## config.mk

```make
export PLATFORM = sky130hd
export DESIGN_NAME = pc_fetch
export DESIGN_NICKNAME = d
export VERILOG_FILES = /design/src/rtl/pc_fetch.sv
export SDC_FILE = /design/constraint.sdc
export NUM_CORES = 1
export LEC_CHECK = 0
export ABC_CLOCK_PERIOD_IN_PS = 2770
export BUFFER_PORTS_ARGS = -buffer_cell sky130_fd_sc_hd__buf_2
export CAP_MARGIN = 20
export CORE_UTILIZATION = 54
export DETAILED_ROUTE_END_ITERATION = 6
export PLACE_DENSITY = 0.82
export RECOVER_POWER = 100
export SLEW_MARGIN = 15
export SYNTH_ARGS = -nofsm -noshare
export SYNTH_HDL_FRONTEND = slang
export SYNTH_SLANG_ARGS = --single-unit
```

## constraint.sdc

```tcl
create_clock -name clk -period 2.77 [get_ports clk]
set_input_delay 0 -clock clk [delete_from_list [all_inputs] [get_ports clk]]
set_output_delay 0 -clock clk [all_outputs]
set_load 0.005 [all_outputs]
```

## src/rtl/pc_fetch.sv

```systemverilog
// ---------------------------------------------------------------------------
// pc_fetch -- instruction fetch program counter with redirect buffering,
// terminal halt and saturating statistics counters.
//
// Parameters
//   RESET_PC        word-index fetch address loaded on reset
//   CNT_W           width of each statistics counter
//
// Ports
//   clk             single clock, all state updates on its rising edge
//   rst_n           asynchronous active-low reset
//   stall           hazard unit requests the PC be held
//   halt            terminal stop request (syscall/exit)
//   pc_bj           redirect request from the branch/jump target selector
//   redirect_target word-index redirect address, valid while pc_bj=1
//   pc              current fetch word address (registered)
//   pc_plus1        pc+1 modulo 2^32 (combinational)
//   flush_ifid      IF/ID bubble request in the cycle a redirect is applied
//   redirect_pending a redirect that arrived during a stall is buffered
//   halted          fetch permanently frozen until reset
//   bj_count        number of applied redirects (saturating)
//   stall_count     number of stalled, non-halted cycles (saturating)
// ---------------------------------------------------------------------------
module pc_fetch #(
   parameter logic [31:0] RESET_PC = 32'h0000_0000,
   parameter int          CNT_W    = 32
) (
   input  logic             clk,
   input  logic             rst_n,
   input  logic             stall,
   input  logic             halt,
   input  logic             pc_bj,
   input  logic [31:0]      redirect_target,
   output logic [31:0]      pc,
   output logic [31:0]      pc_plus1,
   output logic             flush_ifid,
   output logic             redirect_pending,
   output logic             halted,
   output logic [CNT_W-1:0] bj_count,
   output logic [CNT_W-1:0] stall_count
);

   typedef enum logic {
      ST_RUN,
      ST_HALTED
   } state_t;

   state_t           state;
   state_t           state_next;
   logic [31:0]      pc_next;
   logic [31:0]      target_buf;
   logic [31:0]      target_buf_next;
   logic             pending_next;
   logic [CNT_W-1:0] bj_count_next;
   logic [CNT_W-1:0] stall_count_next;

   logic stop;
   logic live_redirect;
   logic buffered_redirect;
   logic capture;

   assign halted   = (state == ST_HALTED);
   assign pc_plus1 = pc + 32'd1;

   // Request decode in priority order. A live redirect only exists when not
   // stalled; the buffered one only fires once nothing live competes with it,
   // which on an unstalled cycle means pc_bj is low.
   always_comb begin
      stop              = halt | halted;
      live_redirect     = ~stop & pc_bj & ~stall;
      buffered_redirect = ~stop & redirect_pending & ~stall & ~pc_bj;
      capture           = ~stop & pc_bj & stall;
   end

   // The bubble request is purely combinational; it is gated by rst_n so a
   // stray pc_bj during reset cannot produce a flush.
   assign flush_ifid = rst_n & (live_redirect | buffered_redirect);

   // Next-state and next-value logic. Defaults hold everything, then each
   // priority branch overrides only what it changes.
   always_comb begin
      state_next       = state;
      pc_next          = pc;
      target_buf_next  = target_buf;
      pending_next     = redirect_pending;
      bj_count_next    = bj_count;
      stall_count_next = stall_count;

      if (stop) begin
         state_next   = ST_HALTED;
         pending_next = 1'b0;
      end else if (live_redirect) begin
         pc_next      = redirect_target;
         pending_next = 1'b0;
      end else if (buffered_redirect) begin
         pc_next      = target_buf;
         pending_next = 1'b0;
      end else if (stall) begin
         if (capture) begin
            target_buf_next = redirect_target;
            pending_next    = 1'b1;
         end
      end else begin
         pc_next = pc_plus1;
      end

      if ((live_redirect | buffered_redirect) && (bj_count != {CNT_W{1'b1}})) begin
         bj_count_next = bj_count + CNT_W'(1);
      end

      if (stall && !stop && (stall_count != {CNT_W{1'b1}})) begin
         stall_count_next = stall_count + CNT_W'(1);
      end
   end

   // State register; reset discards any in-flight redirect or halt.
   always_ff @(posedge clk or negedge rst_n) begin
      if (!rst_n) begin
         state            <= ST_RUN;
         pc               <= RESET_PC;
         target_buf       <= 32'd0;
         redirect_pending <= 1'b0;
         bj_count         <= '0;
         stall_count      <= '0;
      end else begin
         state            <= state_next;
         pc               <= pc_next;
         target_buf       <= target_buf_next;
         redirect_pending <= pending_next;
         bj_count         <= bj_count_next;
         stall_count      <= stall_count_next;
      end
   end

endmodule

```

==> impl_metrics.env <==
export IMPL_status="complete, but fails checks"
export IMPL_violations="capacitance limit, slew limit"
export IMPL_holdCritPathClass="primary input to register"
export IMPL_required_ps=2770
export IMPL_cp_end_kind="primary output"
export IMPL_synth_area_per_cell_um2=10.05
export IMPL_ys_types=72
export IMPL_hpwl_um=12350
export IMPL_rows=41
export IMPL_cts_tree="done"
export IMPL_dr_pass1_iters=5
export IMPL_crit_type="register to primary output"
export IMPL_rsz0062_at_grt="no"
export IMPL_track_usage_pct=28.76
export IMPL_clkSlewWorstSetupHoldPaths_ps=60
export IMPL_io_pins=168
export IMPL_setup_viol=0
export IMPL_vias_per_cell=5.977
export IMPL_antenna_found_initial=0
export IMPL_leakage_nw=3.947
export IMPL_met2_length_um=9389
export IMPL_p_per_area_nw_per_um2=541.2
export IMPL_wl_per_cell_um=17.71
export IMPL_final_cell_mix="dfrtp_1, clkbuf_1, buf_2"
export IMPL_post_dp_cell_area_um2=8142
export IMPL_tightest_slew_ps=1602
export IMPL_finalInstanceArea_um2=8866
export IMPL_syn_area_um2=7088
export IMPL_cp_start_kind="register"
export IMPL_ys_warn_count=0
export IMPL_initial_core_util_pct=55.71
export IMPL_clk_latency_ps=420
export IMPL_routed_top_layer="met4"
export IMPL_fin_worst_skew_ps=6.376
export IMPL_path_max_fanout=6
export IMPL_worst_ep_arrival_time_ps=2560
export IMPL_nets=948
export IMPL_area_delta_synth_final_pct=25.08
export IMPL_synth_seq_cells=130
export IMPL_synthFlopType="dfrtp_1"
export IMPL_max_freq_mhz=390.8
export IMPL_synthArstFlopShare_pct=100.0
export IMPL_drc=0
export IMPL_final_setup_tns_ps=0
export IMPL_cts_setup_buffers=0
export IMPL_vias=6533
export IMPL_root_buffer="clkbuf_16"
export IMPL_synth_nets=745
export IMPL_grt_max_degree=119
export IMPL_core_area_um2=12720
export IMPL_hold_viol_final=0
export IMPL_finalCritPeriodShare_pct=92.37
export IMPL_drtIter0Drc=552
export IMPL_die_area_um2=13590
export IMPL_ir_drop_mv=0.4430
export IMPL_grt_pass1_vias=6060
export IMPL_clkSinkCount=130
export IMPL_slew_headroom_pct=-6.809
export IMPL_place_gp_congestion=0.8857
export IMPL_grt_ovfl_total=0
export IMPL_wl_met3_um=1470
export IMPL_max_cap_violations=1
export IMPL_synth_edf_count=0
export IMPL_grt_pass1_wl_um=29950
export IMPL_drv_slew=119
export IMPL_layout_commonest_cell="dfrtp_1"
export IMPL_wl_um=19360
export IMPL_die_x_um=116.6
export IMPL_finalCriticalPeriod_ps=2559
export IMPL_cts_buffers=17
export IMPL_m1WireLength_um=8144
export IMPL_synth_seq_area_share_pct=45.90
export IMPL_postRouteAntennaNets=0
export IMPL_netlist_instances=705
export IMPL_io_buffers=167
export IMPL_layout_drive_gt1_share_pct=18.13
export IMPL_die_y_um=116.6
export IMPL_clk_path_buf_depth=2
export IMPL_htree_levels=4
export IMPL_num_antenna_cells=0
==> worst max-delay path: stages, from the launching register on <==
cell      delay, ps
dfrtp_1         450
ha_1            290
nand4_1          90
or4_1           610
or2_0           340
xnor2_1         230
clkbuf_1        140
==> path summary, 6_finish.rpt <==
| check | to | start | slack (ps) | depth (start not counted) |
|---|---|---|---|---|
| max | pc_plus1[20] | pc[0] | 210 | 6 |
| min | redirect_pending | stall | 150 | 3 |
| max reg2reg | stall_count[25] | stall_count[0] | 310 | 6 |
| min reg2reg | bj_count[31] | bj_count[31] | 490 | 1 |
| max in group asynchronous | bj_count[23] | rst_n | 980 | 3 |
| min in group asynchronous | pc[21] | rst_n | 760 | 3 |
==> timing repair <==
action / 4_1_cts / 5_1_grt
hold buffers: 36 / 0
endpoints found under the setup margin: 0 / 2
hold endpoints to repair: 186 / 0
resized for setup: 0 / 1
==> logic make-up after synthesis <==
family	after synthesis	synth area share, %
adders and majority gates	3	0.5296
muxes	39	6.108
AOI/OAI and AO/OA	128	12.36
xor gates and xnor gates	87	10.75
DFF	130	45.90
buffers and inverters	49	2.860
and+or+nand+nor	269	21.50
==> metrics by stage <==
step	hold WS, ps	util, %	cells	power [mW]	worst slack (ps)
floorplan	-295.6	-	705	2.274	738.6
global placement	-136.0	63.99	1025	2.480	622.8
detailed placement	-134.2	63.99	1025	2.490	581.1
CTS	132.0	71.66	1093	4.836	148.0
global route	161.7	69.69	1093	4.951	75.72
finish	147.0	69.69	1093	4.799	211.4
==> routing by layer <==
layer	track usage (%)	up-vias
met1	36.95	3187
met2	47.26	319
met5	0	-
li1	-	2992
met3	6.072	35
met4	12.24	0
==> sequential cells by signal, summed over array words and instances, names as in the netlist <==
register,flops
target_buf,32
redirect_pending,1
bj_count,32
pc,32
stall_count,32
halted,1
==> cell type report <==
cell class / count / area [um2]
clock buffers: 22 / 484.2
inverters: 13 / 48.80
multi-input cells: 526 / 3551
well taps: 172 / 215.2
fillers: 1047 / 3856
clock inverters: 10 / 130.1
flip-flops and latches: 130 / 3253
repair buffers: 220 / 1184
==> Yosys cell counts (2+ instances only) <==
cell type  instances  area (um2)
nor2b_1            2       12.51
o21ai_0           26       130.1
nand2b_1           2       12.51
nand3_1           39       195.2
buf_1              2       7.510
a21oi_1           22       110.1
xor2_1            35       306.5
a22oi_1            8       60.06
ha_1               3       37.54
a31oi_1           13       81.33
xnor2_1           52       455.4
nor3_1            19       95.09
or2_2              4       25.02
a22o_1            15       131.4
nor2_1            50       187.7
and4_1             9       78.83
mux2i_1            5       50.05
nor4_1            14       87.58
o211ai_1           3       22.52
or4_4              2       22.52
nand4_1           27       168.9
o2bb2ai_1          5       43.79
o41ai_1            2       17.52
a41oi_1            2       17.52
dfrtp_1          130        3253
and2_1             4       25.02
o31ai_1            9       67.56
a211oi_1           2       15.01
nor4_4             3       63.81
mux2_2            34       382.9
inv_1             12       45.04
nor4_2             5       62.56
clkbuf_1          24       90.09
nand2_1           56       210.2
o22ai_1            3       18.77
and3_1            13       81.33
or3_1              4       25.02
buf_2              8       40.04
nor3_2             3       30.03
nand4b_1           2       17.52
==> power by group <==
part / total [mW] / internal, mW / switching (mW)
clock network: 2.31 / 1.50 / 0.808
logic: 0.410 / 0.197 / 0.213
registers: 2.08 / 1.98 / 0.104
No activity file was read; power rests on OpenSTA's default activity.
